`src/rtl/cacheline_adapter_if.sv`:
```
// cacheline_adapter_if: cache-side line port and memory-side burst port of the cacheline adapter
interface cacheline_adapter_if #(
  parameter int LINE_W  = 256,
  parameter int BURST_W = 64
);
  logic [LINE_W-1:0]  line_i;
  logic [LINE_W-1:0]  line_o;
  logic [31:0]        address_i;
  logic               read_i;
  logic               write_i;
  logic               resp_o;
  logic [BURST_W-1:0] burst_i;
  logic [BURST_W-1:0] burst_o;
  logic [31:0]        address_o;
  logic               read_o;
  logic               write_o;
  logic               resp_i;
  modport slave (
    input  line_i, address_i, read_i, write_i, burst_i, resp_i,
    output line_o, resp_o, burst_o, address_o, read_o, write_o
  );
  modport master (
    output line_i, address_i, read_i, write_i, burst_i, resp_i,
    input  line_o, resp_o, burst_o, address_o, read_o, write_o
  );
endinterface

```
`src/rtl/cacheline_adapter.sv`:
```
// cacheline_adapter: converts cacheline fills/writebacks into fixed-length memory bursts
module cacheline_adapter #(
  parameter int LINE_W  = 256,
  parameter int BURST_W = 64
) (
  input logic clk,
  input logic rst,
  cacheline_adapter_if.slave bus
);
  localparam int BEATS = LINE_W / BURST_W;
  localparam int CW    = BEATS > 1 ? $clog2(BEATS) : 1;
  localparam int OB    = $clog2(LINE_W / 8);
  typedef enum logic [1:0] {IDLE, RD, WR, DONE} state_t;
  state_t             r_state;
  logic [CW-1:0]      r_cnt;
  logic [LINE_W-1:0]  r_buf;
  logic [LINE_W-1:0]  r_line;
  logic [31:0]        r_addr;
  logic               r_read;
  logic               r_write;
  logic               r_resp;
  logic [LINE_W-1:0]  w_fill;
  logic [31:0]        w_addr;
  logic               w_last;
  // assembly buffer with the current beat merged in, so line_o can load the full line on the last beat
  always_comb begin
    w_fill = r_buf;
    w_fill[r_cnt*BURST_W +: BURST_W] = bus.burst_i;
  end
  assign w_addr        = {bus.address_i[31:OB], OB'(0)};
  assign w_last        = r_cnt == CW'(BEATS - 1);
  assign bus.line_o    = r_line;
  assign bus.address_o = r_addr;
  assign bus.read_o    = r_read;
  assign bus.write_o   = r_write;
  assign bus.resp_o    = r_resp;
  assign bus.burst_o   = r_write ? r_buf[r_cnt*BURST_W +: BURST_W] : '0;
  always_ff @(posedge clk) begin
    if (rst) begin
      r_state <= IDLE;
      r_cnt   <= '0;
      r_buf   <= '0;
      r_line  <= '0;
      r_addr  <= '0;
      r_read  <= 1'b0;
      r_write <= 1'b0;
      r_resp  <= 1'b0;
    end else begin
      case (r_state)
        IDLE: begin
          if (bus.write_i) begin
            r_buf   <= bus.line_i;
            r_addr  <= w_addr;
            r_write <= 1'b1;
            r_state <= WR;
          end else if (bus.read_i) begin
            r_addr  <= w_addr;
            r_read  <= 1'b1;
            r_state <= RD;
          end
        end
        RD: begin
          if (bus.resp_i) begin
            r_buf <= w_fill;
            if (w_last) begin
              r_cnt   <= '0;
              r_line  <= w_fill;
              r_read  <= 1'b0;
              r_resp  <= 1'b1;
              r_state <= DONE;
            end else begin
              r_cnt <= r_cnt + 1'b1;
            end
          end
        end
        WR: begin
          if (bus.resp_i) begin
            if (w_last) begin
              r_cnt   <= '0;
              r_write <= 1'b0;
              r_resp  <= 1'b1;
              r_state <= DONE;
            end else begin
              r_cnt <= r_cnt + 1'b1;
            end
          end
        end
        DONE: begin
          r_resp  <= 1'b0;
          r_state <= IDLE;
        end
        default: r_state <= IDLE;
      endcase
    end
  end
endmodule
```
`src/flat_wrapper.sv`:
```
// flat-port wrapper written by rule: the top's interface ports become plain ports
module cacheline_adapter_flat 
#(
  parameter int LINE_W  = 256,
  parameter int BURST_W = 64
)
  (clk, rst, bus_line_i, bus_address_i, bus_read_i, bus_write_i, bus_burst_i, bus_resp_i, bus_line_o, bus_resp_o, bus_burst_o, bus_address_o, bus_read_o, bus_write_o);
  cacheline_adapter_if #(.LINE_W(LINE_W), .BURST_W(BURST_W)) bus_i ();
  input logic clk;
  input logic rst;
  input wire logic [$bits(bus_i.line_i)-1:0] bus_line_i;
  input wire logic [$bits(bus_i.address_i)-1:0] bus_address_i;
  input wire logic [$bits(bus_i.read_i)-1:0] bus_read_i;
  input wire logic [$bits(bus_i.write_i)-1:0] bus_write_i;
  input wire logic [$bits(bus_i.burst_i)-1:0] bus_burst_i;
  input wire logic [$bits(bus_i.resp_i)-1:0] bus_resp_i;
  output wire logic [$bits(bus_i.line_o)-1:0] bus_line_o;
  output wire logic [$bits(bus_i.resp_o)-1:0] bus_resp_o;
  output wire logic [$bits(bus_i.burst_o)-1:0] bus_burst_o;
  output wire logic [$bits(bus_i.address_o)-1:0] bus_address_o;
  output wire logic [$bits(bus_i.read_o)-1:0] bus_read_o;
  output wire logic [$bits(bus_i.write_o)-1:0] bus_write_o;
  assign bus_i.line_i = bus_line_i;
  assign bus_i.address_i = bus_address_i;
  assign bus_i.read_i = bus_read_i;
  assign bus_i.write_i = bus_write_i;
  assign bus_i.burst_i = bus_burst_i;
  assign bus_i.resp_i = bus_resp_i;
  assign bus_line_o = bus_i.line_o;
  assign bus_resp_o = bus_i.resp_o;
  assign bus_burst_o = bus_i.burst_o;
  assign bus_address_o = bus_i.address_o;
  assign bus_read_o = bus_i.read_o;
  assign bus_write_o = bus_i.write_o;
  cacheline_adapter #(.LINE_W(LINE_W), .BURST_W(BURST_W)) u_core (.clk(clk), .rst(rst), .bus(bus_i));
endmodule
```
`config.mk`:
```
export PLATFORM = sky130hd
export DESIGN_NAME = cacheline_adapter_flat
export DESIGN_NICKNAME = d
export VERILOG_FILES = /design/src/rtl/cacheline_adapter_if.sv /design/src/rtl/cacheline_adapter.sv /design/src/flat_wrapper.sv
export SDC_FILE = /design/constraint.sdc
export NUM_CORES = 1
export LEC_CHECK = 0
export BUFFER_PORTS_ARGS = -buffer_cell sky130_fd_sc_hd__buf_2
export CAP_MARGIN = 20
export CORE_ASPECT_RATIO = 0.6
export CORE_MARGIN = 10
export CORE_UTILIZATION = 42
export CTS_BUF_LIST = sky130_fd_sc_hd__clkbuf_4
export DETAILED_ROUTE_END_ITERATION = 10
export PLACE_DENSITY_LB_ADDON = 0.12
export SLEW_MARGIN = 20
export SYNTH_ARGS = -nofsm -noshare
export SYNTH_HDL_FRONTEND = slang
export SYNTH_SLANG_ARGS = --single-unit
```
`constraint.sdc`:
```
create_clock -name clk -period 3.23 [get_ports clk]
set_input_delay 0.323 -clock clk [delete_from_list [all_inputs] [get_ports clk]]
set_output_delay 0.323 -clock clk [all_outputs]
set_load 0.005 [all_outputs]
```
* Word-level counts from Yosys, hierarchy flattened
Index checks and enable logic that the tools add are counted.
** Storage, ports and cells
- Bits in registers :: 551
- Output and inout port bits :: 355
- Input port bits :: 357
** Operators by class
- Equality and inequality tests :: 14
- $add $sub $neg :: 2
- Reductions and logical operators :: 14
- Multiplexer cells :: 23
- Shift operators :: 3
** Operators with widths (number)
- $mux 256 :: 2
- $pmux 256 s2 :: 1
- $bwmux 256 :: 1
- $shift 64x34->256 const A :: 1
- $shiftx 256x9->64 :: 1
- $shiftx 64x34->256 :: 1
- $mux 32 :: 2
- $mux 64 :: 1
- $neg 8->34 :: 1
- $reduce_and 3->1 :: 4
- $mux 2 :: 5
- $ne 2x2->1 const B :: 5
- $ne 2x1->1 const B :: 4
- $reduce_bool 2->1 :: 4
- $mux 1 :: 7
- $eq 2x2->1 const B :: 3
- $pmux 1 s2 :: 3
- $pmux 2 s3 :: 1
- $reduce_and 5->1 :: 1
- $reduce_and 2->1 :: 2
- $reduce_and 4->1 :: 1
- $ne 3x3->1 const B :: 1
- $add 2x1->2 const B :: 1
- $eq 2x1->1 const B :: 1
- other kinds (2) :: 2

* Logic depth before layout (Yosys ltp)
Gate-level depths: netlist (run 1).
- Depth in word-level cells :: 5
- Gate-level depth with buffers :: 11
- Depth with buffers taken out :: 6

* Least setup slack after synthesis (run 1)
No wires, ideal clock.
- Path type :: register to register
- Start :: reg u_core.r_cnt[1]
- End :: reg u_core.r_buf[233]
- Path slack :: 0.750 ns
- Path buffers :: 4
- Cell stages (with the launch flop) :: 11
- Library setup time :: 0.121 ns
- Clock period less this slack :: 2.480 ns
- Arrival time :: 2.358 ns
- Cells stage by stage :: dfxtp_1 > buf_2 > buf_1 > inv_1 > ha_1 > and4bb_1 > nor2b_4 > buf_6 > buf_6 > a221oi_1 > o21ai_1
** On the way
- Word-level cells in the longest chain between the ends :: 5
- Elaborated cells between the ends (all ways) :: 6
- Classes of those cells :: 1 x add/sub; 2 x shift; 3 x mux
** Ends and longest elaborated chain
- start: declaration :: line cacheline_adapter.sv:15 : logic [CW-1:0] r_cnt;
- start signal: assignment :: line cacheline_adapter.sv:72 : r_cnt <= r_cnt + 1'b1;
- start signal: assignment :: line cacheline_adapter.sv:84 : r_cnt <= r_cnt + 1'b1;
- $neg 8->34 * :: line cacheline_adapter.sv:28 : w_fill[r_cnt*BURST_W +: BURST_W] = bus.burst_i;
- $shiftx 64x34->256 / $shift 64x34->256 (equally long branches) :: line cacheline_adapter.sv:28
- $bwmux 256 * :: line cacheline_adapter.sv:28
- $mux 256 * :: line cacheline_adapter.sv:63 : if (bus.resp_i) begin
- $pmux 256 s2 * :: line cacheline_adapter.sv:49 : case (r_state)
- end signal: assignment :: line cacheline_adapter.sv:52 : r_buf <= bus.line_i;
- end signal: assignment :: line cacheline_adapter.sv:64 : r_buf <= w_fill;
- end: declaration :: line cacheline_adapter.sv:16 : logic [LINE_W-1:0] r_buf;
Every way passes the cells marked *; elsewhere a longest branch is shown, timed or not. The select of a mux whose other input is x is not followed.
A chain may end at the register's enable or synchronous reset.

* Worst setup path in the final report (run 1)
- Start :: reg u_core.r_cnt[1]
- End :: out bus_burst_o[33]
** On the way
- Word-level cells in the longest chain between the ends :: 2
** Ends and longest elaborated chain
- $shiftx 256x9->64 :: line cacheline_adapter.sv:37 : assign bus.burst_o = r_write ? r_buf[r_cnt*BURST_W +: BURST_W] : '0;
- $mux 64 :: line cacheline_adapter.sv:37
- end: declaration :: line flat_wrapper.sv:19 : output wire logic [$bits(bus_i.burst_o)-1:0] bus_burst_o;
Every way passes these cells.

==> metrics list, run 1 <==
* Result of the run: complete, no violations
- No sink is reached through more buffers than the 3 on the longest clock path.
- Gpl congestion: ~0.85
* Post-Route Utilization: a little under three fifths
- Across the run, the number of max-cap violations was 0.
- Sequential share of the synthesized area: between 30% and 40%
- End point of the critical path: bus_burst_o[33]
- Synthesis instantiated 46 different standard cells from the library.
* Sequential fraction of design power: between 30% and 40%
- Skew final: approximately 67 ps
* Timing startpoint of the critical path: u_core.r_cnt[1]
* Final standard cell area without fillers: ~38000 µm²
- Number of standard cells after synthesis: between 3000 and 4000
- After detailed routing, the number of remaining DRC violations is 0.
- Of all nets on the critical path, the largest fanout is between 40 and 50.
* Number of I/O port buffers: about 700
* Predominant post-synthesis flop cell: dfxtp_1
* Worst Tran Pin Value: ~870 ps
- Xor and xnor area share after synthesis: 0%
- Per-cell routed wire length: 25.4 µm
- Endpoint arrival time on the critical path: 2740 ps
- In this run the register-to-register setup slack is between 150 and 200 ps.
* Initial Util: 42.4%
- TritonCTS clock tree: built
- Critical register-to-register path startpoint: u_core.r_state[0]
- Post-synthesis share of cell area spent on full adders, half adders and majority gates: 0.445%
- The clock network burns between 20% and 30% of the power.
- The clock net in this run drives a total of ~550 sinks.
- The count of final hold-check violations was 0.
* Total power: approximately 27 mW
* Count of pins over their slew limit: 0
- Each instance of the synthesized netlist takes up on average between 8 and 9 µm².
- Headroom to the max-slew limit came out at 41.7%.
* Number of ports placed on the die boundary: roughly 700
- R2R depth: 7
- The synthesized netlist devotes ~28% of its cell area to compound gates.
- Final net count: between 4000 and 5000
- Die Y-Extent: between 200 and 250 µm
- Setup violations remaining at the end of the flow were counted as 0.
* Switching power: about 11 mW
* Number of clock buffers inserted by TritonCTS: approximately 140
- STA classifies the critical path startpoint as a register.
* Dominant combinational cell family by area after synthesis: compound AO/OA/AOI/OAI gates
- Summed over all layers, the global routing overflow is 0.
- Share of flip-flops with an asynchronous set or reset after synthesis: 0%
* Length of the first detailed-routing pass in iterations: 6
- VDD sags by at most ~0.89 mV.
- Share of cell area taken by muxes after synthesis: 5.23%
- Min cycle time layout: ~3100 ps
* Switching fraction of total power: between 40 and 50%
- Fin Setup TNS: 0 ps
- In this run, the combinational gates consume roughly two fifths of the power.
- In this run the cell area of the synthesized design comes to roughly 28000 µm².
- STA classifies the critical path endpoint as an output port.
* Data required time at the worst endpoint: about 2900 ps
- Pin count of the biggest net entering global routing: between 100 and 150
- FMAX: between 300 and 400 MHz
- The layout has 6077 filler cells.
* H-tree levels: 4
* Simple-gate share of the synthesized area: a little over a fifth
- Routed WL: between 100 and 150 mm
- In this run the power density over the cells is 727 nW/µm².
- Number of global-route vias before repair: 30200
- Internal portion of total power: ~16 mW
* Initial antenna violation count: 9
- Setup repair after global routing left no endpoint under its margin.
* Number of DRC markers in iteration 0: 3588
- Worst min path class: in -> reg
* Worst setup path class: reg -> out
- Average via count per standard cell: between 6 and 7
* Sum of net half-perimeters after detailed placement: approximately 84 mm
- Area enclosed by the die boundary: between 70000 and 80000 µm²
- Leakage power: between 15 and 20 nW
* Clock root buffer: clkbuf_4
* Core region area: around 66000 µm²
* Synthesis-stage register bit count: around 550
- The final route contains about 31000 vias.
* Clock latency on the worst-skew pair: ~940 ps
- Most frequent cells in the layout: buf_2, dfxtp_1, dlygate4sd3_1
- Fraction of layout cells with a size suffix above 1: a little over a quarter
- Global routing consumed, over all layers together, 31.7% of the routing resources.
* Total placed instance area: 32100 µm²
- The count of nets left with antenna violations once routing finished came out at 0.
- From synthesis to final layout, the design area changed by 34.1%.
- Post-synth EDFFs: 0
- Width of the die: ~350 µm
- Wire length of the first global-routing pass: between 150 and 200 mm
* Fraction of the cycle the final worst path needs: a little over nine tenths
- The Yosys step of the flow raised 0 warnings.
* Post-CTS clock slew at the launch and capture registers of the worst setup and hold paths: about 70 ps
- Leading cell type in the layout, fill and taps excluded: buf_2
- RR Endpoint: u_core.r_buf[212]
* Placement Rows: 73
[power by group through the flow]
| stage | combinational, mW | clock (mW) | sequential [mW] |
|---|---|---|---|
| after global placement | 10.6 | 0 | 9.74 |
| after CTS | 11.3 | 6.27 | 9.62 |
| final | 11.5 | 6.19 | 9.74 |
| after global routing | 12.3 | 6.67 | 9.87 |
| after detailed placement | 10.6 | 0 | 9.75 |
| after floorplan | 7.54 | 0 | 9.22 |
[through the flow]
stage,cells,hold slack (ps),setup slack (ps)
finish,5144,92.0,163
CTS,5134,35.2,57.7
global route,5142,128,4.12
detailed placement,4528,444,529
global placement,4528,438,589
floorplan,3213,438,750
[area by class of cell]
type | count | area [µm²] | area share, %
well taps | 900 | 1130 | 2.98
repair buffers | 1177 | 8520 | 22.6
clock inverters | 27 | 235 | 0.624
clock buffers | 199 | 1490 | 3.96
multi-input cells | 2280 | 15400 | 40.7
diodes | 7 | 17.5 | 0.0464
inverters | 8 | 40.0 | 0.106
flip-flops and latches | 546 | 10900 | 29.0
[worst min path at each step]
| stage | startpoint | to | depth (start not counted) |
|---|---|---|---|
| 6_report | bus_line_i[85] | u_core.r_buf[85] | 4 |
| 5_1_grt | bus_line_i[88] | u_core.r_buf[88] | 4 |
| 4_1_cts | bus_line_i[85] | u_core.r_buf[85] | 4 |
| 3_5_place_dp | u_core.bus.address_o[15] | u_core.bus.address_o[15] | 2 |
| 3_3_place_gp | u_core.bus.address_o[31] | u_core.bus.address_o[31] | 2 |
| 2_1_floorplan | u_core.r_buf[198] | u_core.r_buf[198] | 2 |
[state kept, by name (all words and copies together), names as in the netlist]
register,flops
u_core.bus.resp_o,1
u_core.r_state,2
u_core.bus.write_o,1
u_core.bus.read_o,1
u_core.r_buf,256
u_core.r_cnt,2
u_core.bus.line_o,256
u_core.bus.address_o,27
[worst max-delay path, stage by stage (launching register included)]
cell and delay, ps:
dfxtp_4 370, buf_4 680, mux4_2 420, and2_1 210
buf_2 150
[metal layers]
metal  track usage [%]  wire [µm]  share of wire (%)
met4              11.2       3710                2.8
met3              8.89      14300                 11
met5                 0         34              0.026
met2              47.3      57600                 44
met1              43.5      54900                 42
[cell families (layout without fill, tap and decap cells)]
group | Yosys count | after routing
buffers and inverters | 388 | 1411
flip-flops | 546 | 546
multiplexers | 67 | 67
adder cells (fa/ha/maj) | 10 | 10
AO/OA/AOI/OAI | 1035 | 1035
other | 1 | 12
AND/OR/NAND/NOR | 1162 | 1163
[repair_timing]
action / CTS / global route
hold buffers: 380 / 0
resized for setup: 2 / 1
hold endpoints to repair: 546 / 0
endpoints found under the setup margin: 42 / 34
pin swaps: 0 / 1
setup buffers: 0 / 2
gates cloned: 0 / 1
[cell usage after synthesis (66+ instances only)]
| cell type | n | share of area [%] |
|---|---|---|
| a311oi_1 | 128 | 4.0 |
| a22o_1 | 128 | 4.0 |
| buf_2 | 118 | 2.1 |
| dfxtp_1 | 546 | 39 |
| nand3b_1 | 118 | 3.1 |
| a221oi_1 | 114 | 3.5 |
| a21o_1 | 73 | 1.9 |
| clkbuf_1 | 166 | 2.2 |
| nor2_1 | 266 | 3.5 |
| a211oi_1 | 75 | 2.0 |
| nand3_1 | 120 | 2.1 |
| and2_1 | 66 | 1.5 |
| nand2_1 | 207 | 2.8 |
| nor3_1 | 174 | 3.1 |
| a21oi_1 | 305 | 5.4 |
| nand2b_1 | 131 | 2.9 |
No activity file was read; power rests on OpenSTA's default activity.
==> run 2: changes to the inputs <==
HOLD_SLACK_MARGIN = 0.15   (was default)
==> run 2 against run 1 <==
Effect of this change:
- via count up 1.1%
- wire length up 1.2%
- critical path depth unchanged
==> metrics list, run 2 (same netlist as run 1, synthesis figures left out) <==
- Switching power: approximately 12 mW
* Sum of net half-perimeters after detailed placement: between 80 and 90 mm
* Area enclosed by the die boundary: about 78000 µm²
- Internal portion of total power: 16.2 mW
* Post-CTS clock slew at the launch and capture registers of the worst setup and hold paths: 70 ps
- Width of the die: between 300 and 400 µm
* Power per unit of standard cell area: slightly above 700 nW/µm²
* CP startpoint kind: register
* Placement Rows: 73
- Post-detailed-route DRC marker count: 0
- The initial utilization of the core area, before any placement, comes to between 40 and 50%.
- The number of clock buffers added by TritonCTS is approximately 140.
* Skew final: between 70 and 80 ps
- Max clock buf depth: 3
- The analysis attributes to cell leakage a power of 15.5 nW.
- The later pin in the worst-skew pair is clocked with a latency of roughly 960 ps.
- The count of final hold-check violations was 0.
- Timing startpoint of the critical path: u_core.r_cnt[1]
- The first global-routing pass estimated between 150 and 200 mm of wire.
* All-Layer GR Usage: between 30% and 40%
- Setup violations remaining at the end of the flow were counted as 0.
* Worst min path class: in -> reg
- Max_cap viols: 0
- In the layout the commonest cells are buf_2, dfxtp_1, dlygate4sd3_1.
- Remaining Overflow, GRT: 0
* TritonCTS sink count: between 500 and 600
* Fill cell instance count of the final layout: 5988
* Average via count per standard cell: 6.08
- For this block, the routed nets add up to ~130 mm of wire.
* Area taken by multi-input logic gates: 15400 µm²
- Final cell count without fillers: just over 5000
- TritonCTS clock tree: built
* Core region area: between 60000 and 70000 µm²
- Worst setup path class: reg -> out
- Fin Setup TNS: 0 ps
* Result of the run: complete, no violations
- H-tree levels: 4
- The library cell used most frequently in the layout, excluding fill and tap cells, is buf_2.
- The initial antenna violation count is 9.
- Clock network fraction of total power: 22.5%
* Pin count of the biggest net entering global routing: 142
- After detailed routing, the average wire length per cell comes to 25.4 µm.
- At the end of the flow, the number of nets in the layout was 4574.
- Total via count in the routed design: between 30000 and 40000
* Hold path startpoint: bus_line_i[113]
- Area Overhead vs Synth: 35.9%
* Number of DRC markers in iteration 0: about 3700
* Gpl congestion: around 0.85
- The tree is rooted in a clkbuf_4.
* Sequential fraction of design power: a little over a third
* Share of total power in combinational logic: 42.3%
* Critical path endpoint category: output port
* Crit-path max FO: 42
- In the finished design, the share of the clock period the worst path needs comes to 96.2%.
* Count of pins over their slew limit: 0
- In the final layout, flip-flops and latches occupy 10900 µm².
* Number of ports placed on the die boundary: 712
- The die is 221 µm tall.
- The number of placed instances, taps included, is between 4000 and 5000.
- The via count of the first global-routing pass was around 30000.
- Worst Tran Pin Value: ~900 ps
- In this run the tightest slew margin relative to its limit is roughly 40%.
- At the worst endpoint, the arrival time is 2780 ps.
* IR Drop Worst-Case VDD: a little under 0.9 mV
- Setup repair after global routing left no endpoint under its margin.
- The count of buffers added on input and output ports is between 700 and 800.
- Length of the first detailed-routing pass in iterations: 6
- Net switching is between 40% and 50% of the power.
- Critical register-to-register path startpoint: u_core.r_cnt[0]
* FMAX: about 320 MHz
* Post-route antenna net violation count: 0
* Min cycle time layout: around 3100 ps
- Of the cells placed in the final design, the portion with a size suffix greater than 1 is between 20% and 30%.
- STA puts the critical path data required time at 2910 ps.
run 2: metrics by stage:
step	instance area [µm²]	util (%)	hold slack (ps)	setup WS [ps]	total power, mW
global route	38200	57.7	212	2.26	29.0
detailed placement	32100	48.4	444	529	20.3
finish	38300	57.7	159	124	27.7
floorplan	28200	-	438	750	16.8
global placement	32100	48.4	438	589	20.3
CTS	38200	57.6	165	57.7	27.3
run 2: routing by layer:
layer | vias up | wire (µm) | track usage [%] | part of all wire [%]
met1 | 15300 | 55500 | 43.7 | 42
met2 | 1933 | 58200 | 48.1 | 44
met3 | 276 | 14300 | 8.80 | 11
met5 | - | 34 | 0 | 0.026
li1 | 14100 | - | - | -
met4 | 6 | 4090 | 11.6 | 3.1
run 2: final timing paths:
| check | endpoint | depth (start not counted) | slack, ps |
|---|---|---|---|
| max | bus_burst_o[33] | 4 | 120 |
| min reg2reg | u_core.bus.address_o[27] | 2 | 460 |
| min | u_core.r_buf[113] | 4 | 160 |
| max reg2reg | u_core.r_buf[126] | 8 | 180 |
run 2: power by group through the flow:
stage	Clock [mW]	Combinational, mW	Sequential (mW)
after floorplan	0	7.54	9.22
after global placement	0	10.6	9.74
after detailed placement	0	10.6	9.75
after CTS	6.27	11.4	9.62
after global routing	6.68	12.5	9.88
final	6.23	11.7	9.74
run 2: critical path, cell delays in order, from the launching register on:
cell     delay [ps]
dfxtp_4         370
buf_4           700
mux4_2          420
and2_1          210
buf_2           150
run 2: timing repair:
| action | CTS | global route |
|---|---|---|
| setup endpoints to repair | 42 | 36 |
| setup buffers | 0 | 2 |
| hold buffers | 432 | 0 |
| endpoints found under the hold margin | 546 | 0 |
| cloned | 0 | 1 |
| pin swaps | 0 | 1 |
| gates resized for setup | 2 | 1 |
run 2: cell type report:
| cell class | count | area share [%] |
|---|---|---|
| inverters | 8 | 0.105 |
| diodes | 9 | 0.0589 |
| multi-input cells | 2280 | 40.1 |
| well taps | 900 | 2.94 |
| clock inverters | 27 | 0.615 |
| clock buffers | 199 | 3.91 |
| flip-flops and latches | 546 | 28.6 |
| repair buffers | 1229 | 23.6 |
